===== src/rtl/univ_shift_reg_if.sv =====
// Bundle for the universal shift register: control and data in, register state and serial taps out.
// The master drives mode, serial and parallel data; the slave (the register) returns its state.
interface univ_shift_reg_if #(
    parameter int WIDTH = 8
);
    localparam int CNT_W = $clog2(WIDTH);

    logic             en;
    logic [1:0]       mode;
    logic             si_r;
    logic             si_l;
    logic [WIDTH-1:0] pin;
    logic [WIDTH-1:0] q;
    logic             so_r;
    logic             so_l;
    logic             frame_done;
    logic [CNT_W-1:0] bit_cnt;

    modport master (
        output en, mode, si_r, si_l, pin,
        input  q, so_r, so_l, frame_done, bit_cnt
    );

    modport slave (
        input  en, mode, si_r, si_l, pin,
        output q, so_r, so_l, frame_done, bit_cnt
    );
endinterface


===== src/rtl/univ_shift_reg.sv =====
// Universal shift register: hold / shift right / shift left / parallel load, with a
// shared shift counter that pulses frame_done after every WIDTH shifts.
module univ_shift_reg #(
    parameter int               WIDTH   = 8,
    parameter logic [WIDTH-1:0] RST_VAL = '0
) (
    input  logic             clk,
    input  logic             rst,
    univ_shift_reg_if.slave  sr
);
    localparam int CNT_W = $clog2(WIDTH);
    localparam logic [CNT_W-1:0] CNT_LAST = CNT_W'(WIDTH - 1);

    typedef enum logic [1:0] {
        MODE_HOLD = 2'b00,
        MODE_SHR  = 2'b01,
        MODE_SHL  = 2'b10,
        MODE_LOAD = 2'b11
    } mode_e;

    logic [WIDTH-1:0] q_reg;
    logic [WIDTH-1:0] q_next;
    logic [CNT_W-1:0] cnt_reg;
    logic [CNT_W-1:0] cnt_next;
    logic             done_reg;
    logic             done_next;
    logic [WIDTH-1:0] shr_vec;
    logic [WIDTH-1:0] shl_vec;
    mode_e            mode_sel;

    // Shifted candidates: each bit takes its neighbour, serial inputs fill the vacated end.
    generate
        for (genvar gi = 0; gi < WIDTH - 1; gi++) begin : g_shift
            assign shr_vec[gi]     = q_reg[gi + 1];
            assign shl_vec[gi + 1] = q_reg[gi];
        end
    endgenerate
    assign shr_vec[WIDTH-1] = sr.si_r;
    assign shl_vec[0]       = sr.si_l;

    assign mode_sel = mode_e'(sr.mode);

    always_comb begin
        q_next    = q_reg;
        cnt_next  = cnt_reg;
        done_next = 1'b0;
        if (sr.en) begin
            case (mode_sel)
                MODE_SHR, MODE_SHL: begin
                    q_next = (mode_sel == MODE_SHR) ? shr_vec : shl_vec;
                    if (cnt_reg == CNT_LAST) begin
                        cnt_next  = '0;
                        done_next = 1'b1;
                    end else begin
                        cnt_next = cnt_reg + 1'b1;
                    end
                end
                // A load restarts the frame, so a wrap on the same cycle is dropped.
                MODE_LOAD: begin
                    q_next   = sr.pin;
                    cnt_next = '0;
                end
                default: begin
                    q_next   = q_reg;
                    cnt_next = cnt_reg;
                end
            endcase
        end
    end

    always_ff @(posedge clk or negedge rst) begin
        if (!rst) begin
            q_reg    <= RST_VAL;
            cnt_reg  <= '0;
            done_reg <= 1'b0;
        end else begin
            q_reg    <= q_next;
            cnt_reg  <= cnt_next;
            done_reg <= done_next;
        end
    end

    assign sr.q          = q_reg;
    assign sr.bit_cnt    = cnt_reg;
    assign sr.frame_done = done_reg;
    assign sr.so_r       = q_reg[0];
    assign sr.so_l       = q_reg[WIDTH-1];
endmodule

===== src/flat_wrapper.sv =====
// flat-port wrapper written by rule: the top's interface ports become plain ports
module univ_shift_reg_flat 
#(
    parameter int               WIDTH   = 8,
    parameter logic [WIDTH-1:0] RST_VAL = '0
)
  (clk, rst, sr_en, sr_mode, sr_si_r, sr_si_l, sr_pin, sr_q, sr_so_r, sr_so_l, sr_frame_done, sr_bit_cnt);
  univ_shift_reg_if #(.WIDTH(WIDTH)) sr_i ();
  input  logic clk;
  input  logic rst;
  input wire logic [$bits(sr_i.en)-1:0] sr_en;
  input wire logic [$bits(sr_i.mode)-1:0] sr_mode;
  input wire logic [$bits(sr_i.si_r)-1:0] sr_si_r;
  input wire logic [$bits(sr_i.si_l)-1:0] sr_si_l;
  input wire logic [$bits(sr_i.pin)-1:0] sr_pin;
  output wire logic [$bits(sr_i.q)-1:0] sr_q;
  output wire logic [$bits(sr_i.so_r)-1:0] sr_so_r;
  output wire logic [$bits(sr_i.so_l)-1:0] sr_so_l;
  output wire logic [$bits(sr_i.frame_done)-1:0] sr_frame_done;
  output wire logic [$bits(sr_i.bit_cnt)-1:0] sr_bit_cnt;
  assign sr_i.en = sr_en;
  assign sr_i.mode = sr_mode;
  assign sr_i.si_r = sr_si_r;
  assign sr_i.si_l = sr_si_l;
  assign sr_i.pin = sr_pin;
  assign sr_q = sr_i.q;
  assign sr_so_r = sr_i.so_r;
  assign sr_so_l = sr_i.so_l;
  assign sr_frame_done = sr_i.frame_done;
  assign sr_bit_cnt = sr_i.bit_cnt;
  univ_shift_reg #(.WIDTH(WIDTH), .RST_VAL(RST_VAL)) u_core (.clk(clk), .rst(rst), .sr(sr_i));
endmodule

===== config.mk =====
export PLATFORM = sky130hd
export DESIGN_NAME = univ_shift_reg_flat
export DESIGN_NICKNAME = d
export VERILOG_FILES = /design/src/rtl/univ_shift_reg_if.sv /design/src/rtl/univ_shift_reg.sv /design/src/flat_wrapper.sv
export SDC_FILE = /design/constraint.sdc
export NUM_CORES = 1
export LEC_CHECK = 0
export BUFFER_PORTS_ARGS = -buffer_cell sky130_fd_sc_hd__buf_2
export CAP_MARGIN = 20
export CORE_UTILIZATION = 45
export CTS_CLUSTER_DIAMETER = 150
export DETAILED_ROUTE_END_ITERATION = 8
export PLACE_DENSITY = 0.82
export SLEW_MARGIN = 25
export SYNTH_ARGS = -nofsm -noshare
export SYNTH_HDL_FRONTEND = slang
export SYNTH_SLANG_ARGS = --single-unit
export TNS_END_PERCENT = 10

===== constraint.sdc =====
create_clock -name clk -period 3.6 [get_ports clk]
set_input_delay 0.36 -clock clk [delete_from_list [all_inputs] [get_ports clk]]
set_output_delay 0.36 -clock clk [all_outputs]
set_load 0.1 [all_outputs]

==> flow_metrics.env, run 1 <==
export IMPL_outcome="finished clean"
export IMPL_hold_path_depth=2
export IMPL_path_clk_slew_ps=80
export IMPL_yosysTopAreaCell="dfrtp_1"
export IMPL_grtUsageMet3_pct=2.59
export IMPL_rr_worst_depth=4
export IMPL_gr_total_overflow=0
export IMPL_regArea_um2=300
export IMPL_period_share_pct=41.4
export IMPL_antenna_found_initial=0
export IMPL_grt_pass1_vias=496
export IMPL_layout_nets=115
export IMPL_slew_violations=0
export IMPL_rows=14
export IMPL_ys_types=16
export IMPL_slew_headroom_pct=53.2
export IMPL_ctsHtreeMaxLevel=1
export IMPL_timing_fmax_mhz=672
export IMPL_largest_reg_flops=8
export IMPL_initial_utilization_pct=48.6
export IMPL_synth_edf_count=0
export IMPL_post_place_ws_ps=1900
export IMPL_rsz0062_at_grt="no"
export IMPL_tightest_slew_ps=703
export IMPL_grt_max_degree=23
export IMPL_die_y_um=42.6
export IMPL_diodes=0
export IMPL_dieWidth_um=42.6
export IMPL_fin_ws_ps=2110
export IMPL_cts_sinks=12
export IMPL_synth_most_common_cell="dfrtp_1"
export IMPL_dpl_cell_area_um2=857
export IMPL_holdBufCountCts=1
export IMPL_yosys_top_cells_area="dfrtp_1 (41%), mux2_4 (16%), mux2i_1 (11%), ha_1 (8.4%), o21ai_1 (5.4%)"
export IMPL_cts_buffers=3
export IMPL_ys_flop_type="dfrtp_1"
export IMPL_finalSetupViolations=0
export IMPL_design_area_um2=903
export IMPL_r2r_start="u_core.sr.bit_cnt[0]"
export IMPL_post_cts_buffers=0
export IMPL_powerDensity_nw_per_um2=766
export IMPL_grt_first_pass_wirelength_um=2350
export IMPL_slowest_delay_ps=450
export IMPL_ir_drop_v=0.000376
export IMPL_skew_ps=2.20
export IMPL_multi_input_area_um2=389
export IMPL_synthAdderAreaFrac_pct=8.45
export IMPL_syn_to_final_growth_pct=22.0
export IMPL_reg2reg_to="u_core.sr.bit_cnt[0]"
export IMPL_synthTopCellsByCount="dfrtp_1 (12), nand2_1 (10), mux2_4 (8), mux2i_1 (8), o21ai_1 (8)"
export IMPL_worstPathMaxFanout=4
export IMPL_synth_simple_area_share_pct=9.29
export IMPL_cts_buffer_depth=2
export IMPL_synth_compound_area_share_pct=7.77
export IMPL_clkLatencyLatePin_ps=270
export IMPL_post_dp_hpwl_um=1080
export IMPL_core_area_um2=1520
export IMPL_ctsResizeCount=0
export IMPL_end_kind="output port"
export IMPL_grt_usage_pct=17.9
export IMPL_synth_seq_area_share_pct=40.5
export IMPL_postRouteAntennaNets=0
export IMPL_synth_top_area_share_pct=40.5
export IMPL_hp_start="sr_en"
export IMPL_final_cell_count_no_fill=110
export IMPL_ys_ff_latch=12
export IMPL_drc_errors=0
export IMPL_synth_mux_area_fraction_pct=27.0
export IMPL_avgSynthCellArea_um2=11.1
export IMPL_vias_per_cell=5.23
export IMPL_globalRouteMet2Util_pct=27.7
export IMPL_gp_congestion=0.769
export IMPL_whs_endpoint="u_core.sr.frame_done"
export IMPL_port_buffers=28
export IMPL_ctsRootBufferMaster="clkbuf_4"
export IMPL_hold_path_class="in -> reg"
export IMPL_start_kind="flip-flop"
export IMPL_postSynthCellCount=67
export IMPL_grt_busiest_layer="met2"
export IMPL_fin_setup_tns_ps=0
export IMPL_ios=29
export IMPL_tritoncts="built"
export IMPL_holdWs_ps=351
export IMPL_yosysWarnings=0
export IMPL_drv_cap=0
export IMPL_worstPathCellList="buf_2"
export IMPL_routed_wl_um=1440
export IMPL_critPathArrivalTime_ps=1130
export IMPL_fin_total_pwr_mw=0.692
export IMPL_drive_gt1_share_pct=42.6
export IMPL_use_met1_pct=24.0
export IMPL_syn_nets=87
export IMPL_cp_top_family="buffers and inverters"
export IMPL_crit_path_top_delay_cell="buf_2"
export IMPL_utilization_pct=59.3
export IMPL_worstSetupPathType="reg -> out"
export IMPL_dr_pass1_iters=4
export IMPL_wire_per_inst_um=13.1
export IMPL_synth_top_family_by_area="multiplexers"
export IMPL_synthesis_area_um2=741
export IMPL_worstPathRequired_ps=3240
export IMPL_async_flop_share_pct=100
export IMPL_p_leak_nw=0.494
export IMPL_via_count=575
export IMPL_n_fill_cell=148
export IMPL_die_area_um2=1810
export IMPL_fin_crit_ps=1490
export IMPL_finalHoldViolCount=0
export IMPL_synthXorXnorAreaFrac_pct=0
export IMPL_path_buf_inv=1
export IMPL_reg2reg_setup_slack_ps=2370
export IMPL_setup_worst_path_start="u_core.sr.q[1]"
export IMPL_placedCellCount=105
export IMPL_drt_iter0_drc=8
## how the worst max path moves through the flow
stage                     endpoint  slack (ps)  cells after the start
floorplan                  sr_q[7]        1880                      1
global placement    u_core.sr.q[0]        1930                      6
detailed placement  u_core.sr.q[2]        1900                      6
CTS                        sr_q[5]        2080                      1
global route               sr_q[5]        2030                      1
finish                     sr_q[1]        2110                      1
## area by class of cell
class | instances | area share, %
Clock buffer | 4 | 4.02
Inverter | 2 | 0.831
Multi-Input combinational cell | 47 | 43.1
Sequential cell | 12 | 33.2
Tap cell | 16 | 2.22
Timing Repair Buffer | 29 | 16.6
## power by group
part / internal (mW) / switching (mW)
sequential: 0.165 / 0.0304
combinational: 0.0817 / 0.310
clock: 0.0614 / 0.0440
## kinds of logic after synthesis
group / after synthesis
AO/OA/AOI/OAI: 11
adder cells (fa/ha/maj): 5
buffers and inverters: 8
flip-flops: 12
multiplexers: 16
AND/OR/NAND/NOR: 15
## per-layer routing
| metal | wire length, um | part of all wire (%) |
|---|---|---|
| met1 | 648 | 45 |
| met2 | 735 | 51 |
| met3 | 60 | 4.2 |
| met4 | 0 | 0 |
| met5 | 0 | 0 |
## cells in the final DEF, fill, tap and decap left out, drive strengths merged
cell / count
a21o: 1
and3: 1
buf: 28
clkbuf: 4
dfrtp: 12
dlygate4sd3: 1
ha: 5
inv: 2
mux2: 8
mux2i: 8
nand2: 10
nand2b: 3
nor4: 1
o21ai: 10
(Power assumes the default switching activity.)
==> run 2, diff against run 1 <==
- clock period: 3.6 -> 1.5 ns (I/O delays scaled with it)
==> run 2 against run 1 <==
Effect of this change: non-clock buffer count grew 2; register-to-register slack lost 2100 ps; sequential share of layout area shrank 0.71 points; worst setup slack lost 1900 ps; clock skew grew 1.9 ps; sequential power grew 140%; critical path type unchanged; highest routed layer is now met4; hold slack lost 220 ps.
==> flow_metrics.env, run 2 (synthesized netlist as in run 1, its figures left out) <==
export IMPL_outcome="finished clean"
export IMPL_via_count=579
export IMPL_skew_ps=4.07
export IMPL_drv_cap=0
export IMPL_diodes=0
export IMPL_worstPathRequired_ps=1350
export IMPL_path_buf_inv=1
export IMPL_start_kind="flip-flop"
export IMPL_rows=14
export IMPL_fin_crit_ps=1290
export IMPL_grt_usage_pct=19.6
export IMPL_postRouteAntennaNets=0
export IMPL_clkLatencyLatePin_ps=280
export IMPL_wire_per_inst_um=13.6
export IMPL_die_area_um2=1810
export IMPL_dpl_cell_area_um2=888
export IMPL_grt_max_degree=14
export IMPL_ios=29
export IMPL_drt_iter0_drc=5
export IMPL_antenna_found_initial=0
export IMPL_tritoncts="built"
export IMPL_finalSetupViolations=0
export IMPL_design_area_um2=935
export IMPL_finalHoldViolCount=0
export IMPL_reg2reg_to="u_core.sr.bit_cnt[2]"
export IMPL_tightest_slew_ps=543
export IMPL_drive_gt1_share_pct=46.9
export IMPL_dieWidth_um=42.6
export IMPL_ctsResizeCount=0
export IMPL_setup_worst_path_start="u_core.sr.q[6]"
export IMPL_dr_pass1_iters=4
export IMPL_fin_setup_tns_ps=0
export IMPL_largest_reg_flops=8
export IMPL_crit_end="sr_q[6]"
export IMPL_period_share_pct=85.8
export IMPL_critical_path_depth=1
export IMPL_cp_top_family="buffers and inverters"
export IMPL_die_y_um=42.6
export IMPL_reg2reg_setup_slack_ps=260
export IMPL_end_kind="output port"
export IMPL_powerDensity_nw_per_um2=1810
export IMPL_r2r_start="u_core.sr.bit_cnt[0]"
export IMPL_post_dp_hpwl_um=1120
export IMPL_cts_buffers=3
export IMPL_n_fill_cell=126
export IMPL_cts_buffer_depth=2
export IMPL_slew_headroom_pct=63.8
export IMPL_path_clk_slew_ps=80
export IMPL_final_common_cell="buf_2"
export IMPL_routed_wl_um=1520
export IMPL_gr_total_overflow=0
export IMPL_worstSetupPathType="reg -> out"
export IMPL_final_cell_count_no_fill=112
export IMPL_cts_sinks=12
export IMPL_worstPathCellList="buf_2"
export IMPL_worstPathMaxFanout=4
export IMPL_gp_congestion=0.823
export IMPL_core_area_um2=1520
export IMPL_port_buffers=28
export IMPL_critPathArrivalTime_ps=1140
export IMPL_ctsRootBufferMaster="clkbuf_4"
export IMPL_vias_per_cell=5.17
export IMPL_syn_to_final_growth_pct=26.2
export IMPL_slew_violations=0
export IMPL_timing_fmax_mhz=777
export IMPL_fin_total_pwr_mw=1.69
export IMPL_rr_worst_depth=4
export IMPL_grt_pass1_vias=544
export IMPL_drc_errors=0
export IMPL_initial_utilization_pct=48.6
export IMPL_p_leak_nw=0.504
export IMPL_hold_path_class="in -> reg"
export IMPL_ctsHtreeMaxLevel=1
export IMPL_placedCellCount=107
export IMPL_crit_path_top_delay_cell="buf_2"
export IMPL_layout_nets=117
export IMPL_rsz0062_at_grt="no"
export IMPL_slowest_delay_ps=450
export IMPL_multi_input_area_um2=389
export IMPL_layout_common_cells="buf_2 (28), nand2_1 (10), dfrtp_1 (9)"
export IMPL_regArea_um2=304
export IMPL_ir_drop_v=0.000969
export IMPL_grt_first_pass_wirelength_um=2520
run 2: power breakdown:
part / switching, mW / leakage (nW) / internal (mW)
Clock: 0.118 / 0.0210 / 0.148
Combinational: 0.750 / 0.333 / 0.204
Sequential: 0.0730 / 0.150 / 0.400
Total: 0.941 / 0.504 / 0.752
run 2: worst min path at each step:
stage | startpoint | end | slack [ps] | depth (start not counted)
after global placement | rst | u_core.sr.q[2] | 40 | 1
after floorplan | rst | u_core.sr.bit_cnt[0] | -150 | 0
after CTS | sr_en | u_core.sr.frame_done | 130 | 2
final | sr_en | u_core.sr.frame_done | 130 | 2
after global routing | sr_en | u_core.sr.frame_done | 130 | 2
after detailed placement | rst | u_core.sr.q[3] | 40 | 1
run 2: stage by stage:
stage,hold WS (ps),worst slack (ps),util [%]
2_1_floorplan,-146,-5.50,-
3_3_place_gp,43.1,223,58.3
3_5_place_dp,43.6,169,58.3
4_1_cts,128,203,61.3
5_1_grt,128,130,61.3
6_report,131,213,61.3
run 2: per-layer routing:
metal	track usage, %	vias to the layer above	wire, um
met2	34.2	19	762
li1	-	284	-
met4	13.1	0	40
met3	3.02	4	54
met1	21.6	272	667
met5	0	-	0
run 2: layout make-up:
type	count	area share (%)
tap	16	2.14
multi-input combinational	47	41.6
inverter	2	0.803
clock buffer	4	3.88
sequential	12	32.5
timing repair buffer	31	19.0
run 2: timing repair:
item,in CTS,in global routing
hold buffers,1,0
buffers inserted,0,0
endpoints found under the hold margin,12,0
==> run 3, diff against run 2 <==
- CELL_PAD_IN_SITES_DETAIL_PLACEMENT: unset -> 0
- CELL_PAD_IN_SITES_GLOBAL_PLACEMENT: unset -> 1
- CORE_MARGIN: unset -> 4
- CORE_UTILIZATION: 45 -> 35
- PLACE_DENSITY: 0.82 -> 0.84
==> run 3 against run 2 <==
Effect of this change: hold slack gained 2.6 ps; total power shrank 3.6%; clock skew is essentially flat; global-route usage shrank 8.4 points; clock-buffer cell count is the same; sequential power is essentially flat; non-clock buffer count grew 1; final cell count grew 11%; die area grew 61%; combinational power shrank 0.6%; sequential share of layout area shrank 0.39 points; register-to-register slack gained 30 ps; critical endpoint is now sr_q[2]; largest power group unchanged.
==> flow_metrics.env, run 3 (synthesized netlist as in run 1, its figures left out) <==
export IMPL_grt_max_degree=13
export IMPL_fin_total_pwr_mw=1.63
export IMPL_critPathArrivalTime_ps=1120
export IMPL_hold_path_class="in -> reg"
export IMPL_ctsResizeCount=0
export IMPL_drive_gt1_share_pct=46.4
export IMPL_tightest_slew_ps=536
export IMPL_regArea_um2=304
export IMPL_path_clk_slew_ps=80
export IMPL_fin_crit_ps=1270
export IMPL_ctsHtreeMaxLevel=1
export IMPL_ctsRootBufferMaster="clkbuf_4"
export IMPL_slowest_delay_ps=450
export IMPL_path_buf_inv=1
export IMPL_drc_errors=0
export IMPL_antenna_found_initial=0
export IMPL_worstSetupPathType="reg -> out"
export IMPL_grt_first_pass_wirelength_um=2340
export IMPL_period_share_pct=84.6
export IMPL_core_area_um2=1980
export IMPL_cts_buffers=3
export IMPL_dr_pass1_iters=4
export IMPL_cp_top_family="buffers and inverters"
export IMPL_rows=16
export IMPL_hp_start="sr_en"
export IMPL_diodes=0
export IMPL_final_common_cell="buf_2"
export IMPL_syn_to_final_growth_pct=27.7
export IMPL_powerDensity_nw_per_um2=1730
export IMPL_cts_sinks=12
export IMPL_drt_iter0_drc=14
export IMPL_ios=29
export IMPL_ir_drop_v=0.000911
export IMPL_vias_per_cell=4.57
export IMPL_tritoncts="built"
export IMPL_postRouteAntennaNets=0
export IMPL_rsz0062_at_grt="no"
export IMPL_fin_setup_tns_ps=0
export IMPL_cts_buffer_depth=2
export IMPL_via_count=567
export IMPL_multi_input_area_um2=389
export IMPL_slew_headroom_pct=64.3
export IMPL_finalSetupViolations=0
export IMPL_grt_pass1_vias=509
export IMPL_worstPathMaxFanout=4
export IMPL_clkLatencyLatePin_ps=270
export IMPL_gr_total_overflow=0
export IMPL_worstPathRequired_ps=1350
export IMPL_grt_usage_pct=11.2
export IMPL_post_cts_buffers=0
export IMPL_setup_worst_path_start="u_core.sr.q[2]"
export IMPL_r2r_start="u_core.sr.bit_cnt[0]"
export IMPL_outcome="finished clean"
export IMPL_start_kind="flip-flop"
export IMPL_skew_ps=3.64
export IMPL_end_kind="output port"
export IMPL_routed_wl_um=1460
export IMPL_crit_path_top_delay_cell="buf_2"
export IMPL_dieWidth_um=54.0
export IMPL_initial_utilization_pct=37.4
export IMPL_n_fill_cell=191
export IMPL_layout_common_cells="buf_2 (28), nand2_1 (10), dfrtp_1 (9)"
export IMPL_finalHoldViolCount=0
export IMPL_gp_congestion=0.733
export IMPL_timing_fmax_mhz=788
export IMPL_worstPathCellList="buf_2"
export IMPL_largest_reg_flops=8
export IMPL_post_dp_hpwl_um=1180
export IMPL_layout_nets=118
export IMPL_slew_violations=0
export IMPL_drv_cap=0
export IMPL_die_area_um2=2920
export IMPL_wire_per_inst_um=11.7
export IMPL_port_buffers=28
export IMPL_p_leak_nw=0.503
export IMPL_die_y_um=54.0
## run 3: changes by cell type in the layout (fill, tap and decap cells not counted), sizes merged
cell / change
buf: +1
## run 3: final cells by class
class                      instances  area share (%)
multi-input combinational         47            41.1
sequential                        12            32.1
timing repair buffer              32            19.6
tap                               27            3.57
clock buffer                       4            2.78
inverter                           2           0.794
## run 3: worst paths after layout
check	depth (start not counted)	slack, ps	to
worst min-delay path	2	130	u_core.sr.frame_done
worst max register to register	4	290	u_core.sr.bit_cnt[0]
worst min register to register	2	520	u_core.sr.bit_cnt[1]
worst max-delay path	1	230	sr_q[2]
max in group asynchronous	2	980	u_core.sr.bit_cnt[1]
min in group asynchronous	2	280	u_core.sr.bit_cnt[2]
## run 3: what timing repair did
item,4_1_cts,5_1_grt
hold buffers,1,0
endpoints found under the hold margin,12,0
setup endpoints to repair,0,0
## run 3: where the power goes
group / internal, mW / total, mW / switching, mW
clock network: 0.103 / 0.213 / 0.110
registers: 0.401 / 0.472 / 0.0710
logic: 0.205 / 0.948 / 0.743
total: 0.709 / 1.63 / 0.924
## run 3: stage by stage
stage               hold slack (ps)  setup slack, ps  instance area [um^2]  utilization, %  std cells
global placement               44.2              250                   910            45.9        119
finish                          133              231                   946            47.7        124
detailed placement             49.7              213                   910            45.9        119
CTS                             129              206                   946            47.7        124
global route                    135              175                   946            47.7        124
floorplan                      -146            -5.50                   744               -         67
## run 3: metal layers
layer	share of wire (%)	vias to the layer above	wire, um	GRT usage, %
li1	-	286	-	-
met1	44	264	636	14.9
met2	48	15	699	16.9
met3	6.9	2	100	1.11
met4	1.3	0	19	7.47
met5	0	-	0	0
